### config.mk
export PLATFORM = sky130hd
export DESIGN_NAME = alu_exec
export DESIGN_NICKNAME = d
export VERILOG_FILES = /design/src/rtl/alu_pkg.sv /design/src/rtl/alu_core.sv /design/src/rtl/alu_exec.sv
export SDC_FILE = /design/constraint.sdc
export NUM_CORES = 1
export LEC_CHECK = 0
export CAP_MARGIN = 40
export CORE_MARGIN = 1.5
export CORE_UTILIZATION = 50
export CTS_BUF_LIST = sky130_fd_sc_hd__clkbuf_4 sky130_fd_sc_hd__clkbuf_8 sky130_fd_sc_hd__clkbuf_16
export DETAILED_ROUTE_END_ITERATION = 12
export GPL_ROUTABILITY_DRIVEN = 0
export PLACE_DENSITY = 0.74
export SYNTH_ARGS = -nofsm -noshare
export SYNTH_HDL_FRONTEND = slang
export SYNTH_SLANG_ARGS = --single-unit
### constraint.sdc
create_clock -name clk -period 4.2 [get_ports clk]
set_clock_uncertainty 0.1 [all_clocks]
set_input_delay 0.42 -clock clk [delete_from_list [all_inputs] [get_ports clk]]
set_output_delay 0.42 -clock clk [all_outputs]
set_load 0.005 [all_outputs]
### src/rtl/alu_pkg.sv
// rtl/alu_pkg.sv - funct codes and FSM state encoding for the ALU execute block
package alu_pkg;

  localparam int FUNCT_W = 6;

  localparam logic [FUNCT_W-1:0] FUNCT_ADDU = 6'b001001;
  localparam logic [FUNCT_W-1:0] FUNCT_SUBU = 6'b001010;
  localparam logic [FUNCT_W-1:0] FUNCT_NOR  = 6'b010011;
  localparam logic [FUNCT_W-1:0] FUNCT_SLTU = 6'b101010;
  localparam logic [FUNCT_W-1:0] FUNCT_SRL  = 6'b000010;

  typedef enum logic [1:0] {
    ST_IDLE  = 2'd0,
    ST_SHIFT = 2'd1,
    ST_DONE  = 2'd2
  } state_t;

  function automatic logic funct_is_legal(input logic [FUNCT_W-1:0] f);
    return (f == FUNCT_ADDU) || (f == FUNCT_SUBU) || (f == FUNCT_NOR) ||
           (f == FUNCT_SLTU) || (f == FUNCT_SRL);
  endfunction

endpackage

### src/rtl/alu_core.sv
// rtl/alu_core.sv - combinational single-cycle datapath (Addu/Subu/Nor/Sltu/illegal)
module alu_core
  import alu_pkg::*;
#(
  parameter int DATA_W = 32
) (
  input  logic [FUNCT_W-1:0] funct,
  input  logic [DATA_W-1:0]  src1,
  input  logic [DATA_W-1:0]  src2,
  output logic [DATA_W-1:0]  result,
  output logic               illegal
);

  always_comb begin
    result  = '0;
    illegal = !funct_is_legal(funct);
    // Srl is legal but produced by the shifter in the top, so it yields 0 here
    case (funct)
      FUNCT_ADDU: result = src1 + src2;
      FUNCT_SUBU: result = src1 - src2;
      FUNCT_NOR:  result = ~(src1 | src2);
      FUNCT_SLTU: result = DATA_W'(src1 < src2);
      default:    result = '0;
    endcase
  end

endmodule

### src/rtl/alu_exec.sv
// rtl/alu_exec.sv - ALU execute stage: valid/ready handshake, one-cycle ops and
// a bit-serial logical right shifter driven by a three-state FSM
module alu_exec
  import alu_pkg::*;
#(
  parameter int DATA_W  = 32,
  parameter int SHAMT_W = 5
) (
  input  logic               clk,
  input  logic               rst_n,
  input  logic               in_valid,
  output logic               in_ready,
  input  logic [FUNCT_W-1:0] funct,
  input  logic [DATA_W-1:0]  src1,
  input  logic [DATA_W-1:0]  src2,
  input  logic [SHAMT_W-1:0] shamt,
  output logic               out_valid,
  input  logic               out_ready,
  output logic [DATA_W-1:0]  result,
  output logic               zero,
  output logic               illegal,
  output logic               busy
);

  state_t state, next_state;

  logic [DATA_W-1:0]  shift_reg;
  logic [SHAMT_W-1:0] cnt;
  logic [DATA_W-1:0]  shifted;
  logic [DATA_W-1:0]  core_result;
  logic               core_illegal;
  logic [DATA_W-1:0]  single_result;
  logic               accept;
  logic               load_single;
  logic               load_shift;
  logic               shift_step;
  logic               shift_last;

  alu_core #(.DATA_W(DATA_W)) u_core (
    .funct   (funct),
    .src1    (src1),
    .src2    (src2),
    .result  (core_result),
    .illegal (core_illegal)
  );

  assign shifted       = shift_reg >> 1;
  assign single_result = (funct == FUNCT_SRL) ? src1 : core_result;

  always_ff @(posedge clk or negedge rst_n) begin
    if (!rst_n) state <= ST_IDLE;
    else        state <= next_state;
  end

  always_comb begin
    next_state  = state;
    in_ready    = 1'b0;
    out_valid   = 1'b0;
    busy        = 1'b0;
    shift_step  = 1'b0;
    shift_last  = 1'b0;
    load_single = 1'b0;
    load_shift  = 1'b0;
    case (state)
      ST_IDLE: in_ready = 1'b1;
      ST_SHIFT: begin
        busy       = 1'b1;
        shift_step = 1'b1;
        if (cnt <= SHAMT_W'(1)) begin
          shift_last = 1'b1;
          next_state = ST_DONE;
        end
      end
      ST_DONE: begin
        out_valid = 1'b1;
        in_ready  = out_ready;
        if (out_ready) next_state = ST_IDLE;
      end
      default: next_state = ST_IDLE;
    endcase
    accept = in_valid && in_ready;
    // An accept in DONE overrides the drain-to-IDLE so single-cycle ops stream
    if (accept) begin
      if (funct == FUNCT_SRL && shamt != '0) begin
        load_shift = 1'b1;
        next_state = ST_SHIFT;
      end else begin
        load_single = 1'b1;
        next_state  = ST_DONE;
      end
    end
  end

  always_ff @(posedge clk or negedge rst_n) begin
    if (!rst_n) begin
      shift_reg <= '0;
      cnt       <= '0;
      result    <= '0;
      zero      <= 1'b0;
      illegal   <= 1'b0;
    end else begin
      if (load_shift) begin
        shift_reg <= src1;
        cnt       <= shamt;
      end else if (shift_step) begin
        shift_reg <= shifted;
        cnt       <= cnt - SHAMT_W'(1);
      end
      if (load_single) begin
        result  <= single_result;
        zero    <= (single_result == '0);
        illegal <= core_illegal;
      end else if (shift_last) begin
        result  <= shifted;
        zero    <= (shifted == '0);
        illegal <= 1'b0;
      end
    end
  end

endmodule
# After elaboration in Yosys (flattened, before gate mapping)
# Cells that the tools add are included.
totals:
  reg_bits: 73
  input_bits: 79
  out_inout_bits: 37
  word_cells: 63
classes:
  n_addsub: 3
  order_cmp: 2
  eq_ne: 10
  mux: 26
  bitwise: 2
  n_reduce_logical: 14
ops:
  columns: ["operator", "n"]
  rows:
  - ["2-to-1 mux 32 bit", 5]
  - ["case mux 32 bit (4 select lines)", 1]
  - ["logical NOT 32 bit", 2]
  - ["adder 32 bit", 1]
  - ["less-than comparator 32 bit", 1]
  - ["NOT 32 bit", 1]
  - ["bitwise OR 32 bit", 1]
  - ["subtractor 32 bit", 1]
  - ["equality test 6 x 4 -> 1 bit (second input constant)", 2]
  - ["2-to-1 mux 1 bit", 12]
  - ["2-to-1 mux 5 bit", 2]
  - ["2-to-1 mux 2 bit", 4]
  - ["equality test 6 x 2 -> 1 bit (second input constant)", 1]
  - ["equality test 6 x 5 -> 1 bit (second input constant)", 1]
  - ["equality test 6 bit (second input constant)", 1]
  - ["inequality test 3 bit (second input constant)", 2]
  - ["case mux 2 bit (3 select lines)", 1]
  - ["<= comparator 5 x 1 -> 1 bit (second input constant)", 1]
  - ["nonzero test 5 bit", 1]
  - ["subtractor 5 x 1 -> 5 bit (second input constant)", 1]
  - ["logical OR 1 bit", 4]
  - ["nonzero test 2 bit", 2]
  - ["AND reduction 3 bit", 1]
  - ["equality test 2 x 1 -> 1 bit (second input constant)", 1]
  - ["other kinds (6)", 7]

# Longest topological paths before layout
depth:
  depth_word: 7
  mapped_depth: 14
  ltp_nobuf: 14

# Cells and area by module
# Synthesis repeated with hierarchy kept, for this count alone.
unflattened:
  hier_cells: 1156
  area_unflattened_um2: 8759.7
modules_own_cells:
  columns: ["module", "n_inst", "cells_each", "area_each_um2", "seq_area_each_um2"]
  rows:
  - ["alu_core", 1, 710, 4807.1, 0.0]
  - ["alu_exec", 1, 446, 3952.5, 1801.7]

# Worst setup path after synthesis
# No wires, ideal clock.
synth_timing:
  path_type: "input to register"
  startpoint: "input src1[0]"
  endpoint: "register zero"
  setup_time_ns: 0.095
  t_arrival_ns: 3.378
  required_ns: 4.005
  slack_ns: 0.627
  path_stages: 13
  n_path_buf: 0
  path_cell_list: "inv_1 > ha_1 > fa_1 > o21ba_2 > o211a_4 > a211oi_4 > o31ai_2 > a221o_1 > a222oi_1 > and4_1 > nand4_1 > or3_1 > o31ai_1"
synth_via:
  elab_chain_cells: 6
  word_cells_on_any_way: 9
  cone_classes: "add/sub (2); order compare (1); mux (3); bitwise (2); reduce/logical (1)"
synth_lines:
  columns: ["element", "line", "source"]
  rows:
  - ["start, declared", "alu_exec.sv:14", "input logic [DATA_W-1:0] src1,"]
  - ["branches (longest 3 deep; another with subtractor 32 bit)", null, null]
  - ["2-to-1 mux 32 bit *", "alu_exec.sv:48", "assign single_result = (funct == FUNCT_SRL) ? src1 : core_result;"]
  - ["logical NOT 32 bit *", "alu_exec.sv:111", "zero <= (single_result == '0);"]
  - ["2-to-1 mux 1 bit *", "alu_exec.sv:109", "if (load_single) begin"]
  - ["end signal, assigned", "alu_exec.sv:111", null]
  - ["end signal, assigned", "alu_exec.sv:115", "zero <= (shifted == '0);"]
  - ["end, declared", "alu_exec.sv:20", "output logic zero,"]
# Every way passes the cells marked *.
# A chain may end at the register's enable or synchronous reset.

# Worst setup path in the final report
# Ends and elaborated chain as after synthesis.

==> metrics.md <==
| Metric | Value |
|---|---|
| CTS Root Cell | `clkbuf_16` |
| Layout cells sized above 1 | `15.30%` |
| Worst Tran Pin Value | `0.6730 ns` |
| Total chip power | `3.111 mW` |
| Mean post-synth cell area | `7.726 um^2` |
| DRT antenna net count | `0` |
| Synth area leaders | `dfrtp_1, ha_1, o21ai_0` |
| IO Pins | `116` |
| Static Leak | `5.239 nW` |
| TritonCTS clock tree | `yes` |
| Largest net degree at the start of global routing | `68` |
| Net Count, Synth | `1290` |
| CP Data Arrival Time | `4.21 ns` |
| Clk sinks | `72` |
| Site Rows | `47` |
| CP peak stage delay | `0.50 ns` |
| Cell mode on critical path | `and4_1` |
| Psw | `1.119 mW` |
| Worst hold start | `illegal` |
| Worst reg2reg path startpoint | `state[1]` |
| Clock Power Share | `30.2%` |
| # setup viols final | `0` |
| Final HPWL DP | `22950 um` |
| Synth Area in Simple Gates | `18.72%` |
| Vias in the first global route | `9176` |
| RSZ-0062 raised after global routing | `false` |
| Largest family of logic cells by synthesized area | `compound AO/OA/AOI/OAI gates` |
| Starting Density | `51.25%` |
| VDD IR max | `0.0002289 V` |
| DRC | `0` |
| Synth Instances | `1104` |
| Final WL | `30170 um` |
| Part of the power in registers | `31.3%` |
| Setup TNS | `0 ns` |
| Startpoint types | `input port` |
| Crit path kind | `in -> reg` |
| Outcome | `complete, no violations` |
| CP cell instances | `clkdlybuf4s50_1 -> inv_1 -> ha_1 -> fa_1 -> o21ba_2 -> buf_4 -> o211ai_1 -> nor2_1 -> a221oi_1 -> o21ai_1 -> nor4_1 -> and4_1 -> and4_1 -> nand4_1 -> or3_1 -> o31ai_1` |
| Crit path capture type | `flip-flop` |
| Max Slew Vio Count | `0` |
| Hold Violations, Final | `0` |
| Clock Path Buffers | `2` |
| CTS buffer count | `9` |
| Mux contribution to synthesized area | `4.357%` |
| Worst-skew pair later-pin latency | `0.36 ns` |
| Max reg flops | `32` |
| WP data required | `4.35 ns` |
| Post-synthesis compound-gate area fraction | `31.54%` |
| Final min period | `4.056 ns` |
| Register area share after synthesis | `21.12%` |
| Synth unique cells | `88` |
| Drt via density | `6.305` |
| Logic pwr share | `38.4%` |
| First-pass GRT wire length | `47500 um` |
| Post-Synth XOR/XNOR Area | `0.9242%` |
| R2R depth | `10` |
| DIE AREA | `17850 um^2` |
| Pre-Repair DR Iteration Count | `7` |
| # port buffers | `115` |
| Antenna violations before repair | `0` |
| Clk pin slew, worst setup/hold paths | `0.06 ns` |
| Leading area contributor after synthesis | `dfrtp_1` |
| Reg2reg setup slack | `0.88 ns` |
| Area grow syn2layout | `31.82%` |
| Fill count | `1384` |
| F_max | `246.5 MHz` |
| ANT cells | `0` |
| Worst Hold End | `illegal` |
| Period utilization | `96.58%` |
| Power Internal | `1.991 mW` |
| Area share of the largest cell type after synthesis | `21.12%` |
| Max FO, Critical Path | `3` |
| Total global-route track usage | `33.52%` |
| Worst hold path type | `reg -> reg` |
| Max cap viols | `0` |
| Die Ht | `133.6 um` |
| PD cells | `276.7 nW/um^2` |
| Worst slew margin | `54.72%` |
| Async SR Flop Fraction | `100.0%` |
| Drt first-iter violations | `1151` |
| Most used DFF post-synth | `dfrtp_1` |
| FF-to-FF End | `zero` |
| Crit. Startpoint | `src1[0]` |
| Post-Syn Area | `8529 um^2` |
| Avg WL per Cell | `19.59 um` |
| EDFF count, synth | `0` |
| NumNets Final | `1501` |
| Hold Path Depth | `2` |
| Htree depth | `3` |
| FF+latch count, synth | `72` |
| Slowest cell on the critical path | `clkdlybuf4s50_1` |
| Gr ovfl total | `0` |
| Yosys warns | `0` |
| Die X | `133.6 um` |
| # Post-CTS Setup Buffers | `0` |
| Hold slack | `0.3980 ns` |
| Core Region | `16640 um^2` |
| Adder-Cell Fraction of Synth Area | `15.87%` |
| Sw frac | `35.99%` |
| Vias | `9709` |
-- layer usage --
metal	vias to the layer above	track usage (%)	share of wire (%)
met2	585	52.88	44
met3	136	7.154	9.9
li1	4490	-	-
met5	-	0	0
met1	4498	44.08	41
met4	0	15.22	4.9
-- cells in the final DEF, fill, tap and decap left out, types with 10 or more instances in the layout --
| master | synthesis | layout |
|---|---|---|
| buf_4 | 0 | 143 |
| nand2_1 | 125 | 125 |
| clkdlybuf4s50_1 | 0 | 114 |
| ha_1 | 105 | 103 |
| inv_1 | 96 | 96 |
| o21ai_0 | 101 | 96 |
| dfrtp_1 | 72 | 72 |
| a21oi_1 | 67 | 66 |
| nor2_1 | 52 | 51 |
| a22oi_1 | 36 | 36 |
| mux2i_1 | 36 | 36 |
| nand4_1 | 20 | 20 |
| nand3_1 | 19 | 19 |
| nor4_1 | 18 | 17 |
| a21o_1 | 17 | 17 |
| nor3_1 | 16 | 14 |
| o211ai_1 | 14 | 14 |
| a211oi_1 | 13 | 13 |
| nor2b_1 | 13 | 12 |
| nand2b_1 | 13 | 12 |
| o31ai_1 | 11 | 11 |
| o21ai_1 | 6 | 10 |
-- critical path, delay by kind of cell --
| family | cells | cell delay, ns |
|---|---|---|
| AOI/OAI and AO/OA | 5 | 1.08 |
| adders and majority gates | 2 | 0.60 |
| buffers and inverters | 3 | 0.72 |
| and+or+nand+nor | 6 | 1.38 |
-- synthesized netlist by cell type, drive strengths merged (13+ instances only) --
cell type / number
nor4: 20
o21ai: 107
a21o: 17
nor2: 53
mux2i: 36
nor3: 16
inv: 101
nand4: 20
a211oi: 15
nand2: 125
dfrtp: 72
nand2b: 13
clkbuf: 45
a22oi: 36
nor2b: 13
a21oi: 67
nand3: 19
ha: 105
buf: 16
o211ai: 14
-- what timing repair did --
action | CTS | global route
endpoints found under the hold margin | 37 | 0
gates resized for setup | 0 | 13
hold buffers | 1 | 0
endpoints found under the setup margin | 0 | 1
-- how the worst max path moves through the flow --
stage           end  depth (start not counted)  slack, ns
2_1_floorplan  zero                         13       0.63
3_3_place_gp   zero                         15      -0.12
3_5_place_dp   zero                         15      -0.19
4_1_cts        zero                         15       0.06
5_1_grt        zero                         18      0.006
6_report       zero                         16       0.14
-- stage by stage --
step                      cells  setup slack (ns)  util, %  area, um^2
after CTS                  1540           0.05921    67.32       11200
after global placement     1522           -0.1218    65.03       10820
final                      1540            0.1436    67.56       11240
after floorplan            1104            0.6269        -        8529
after detailed placement   1523           -0.1876    65.15       10840
after global routing       1540          0.006070    67.56       11240
-- logic make-up (layout without fill, tap and decap cells) --
group	count (synthesis)	in the layout
AO/OA/AOI/OAI	393	393
AND/OR/NAND/NOR	323	323
buffers and inverters	163	379
adder cells (fa/ha/maj)	107	107
flip-flops	72	72
multiplexers	37	37
XOR/XNOR	9	9
-- power groups by stage --
stage / logic [mW] / registers, mW / clock network [mW]
3_5_place_dp: 1.15 / 0.978 / 0
2_1_floorplan: 0.624 / 0.928 / 0
6_report: 1.20 / 0.974 / 0.941
4_1_cts: 1.16 / 0.969 / 0.942
3_3_place_gp: 1.13 / 0.974 / 0
5_1_grt: 1.30 / 0.988 / 0.971
-- final cells by class --
cell class	instances	area, um^2	share of cell area (%)
clock buffer	9	225.2	2.003
timing repair buffer	261	2285	20.32
tap	220	275.3	2.448
clock inverter	7	126.4	1.124
inverter	102	382.9	3.405
sequential	72	1802	16.02
multi-input combinational	869	6147	54.67
(Power assumes the default switching activity.)
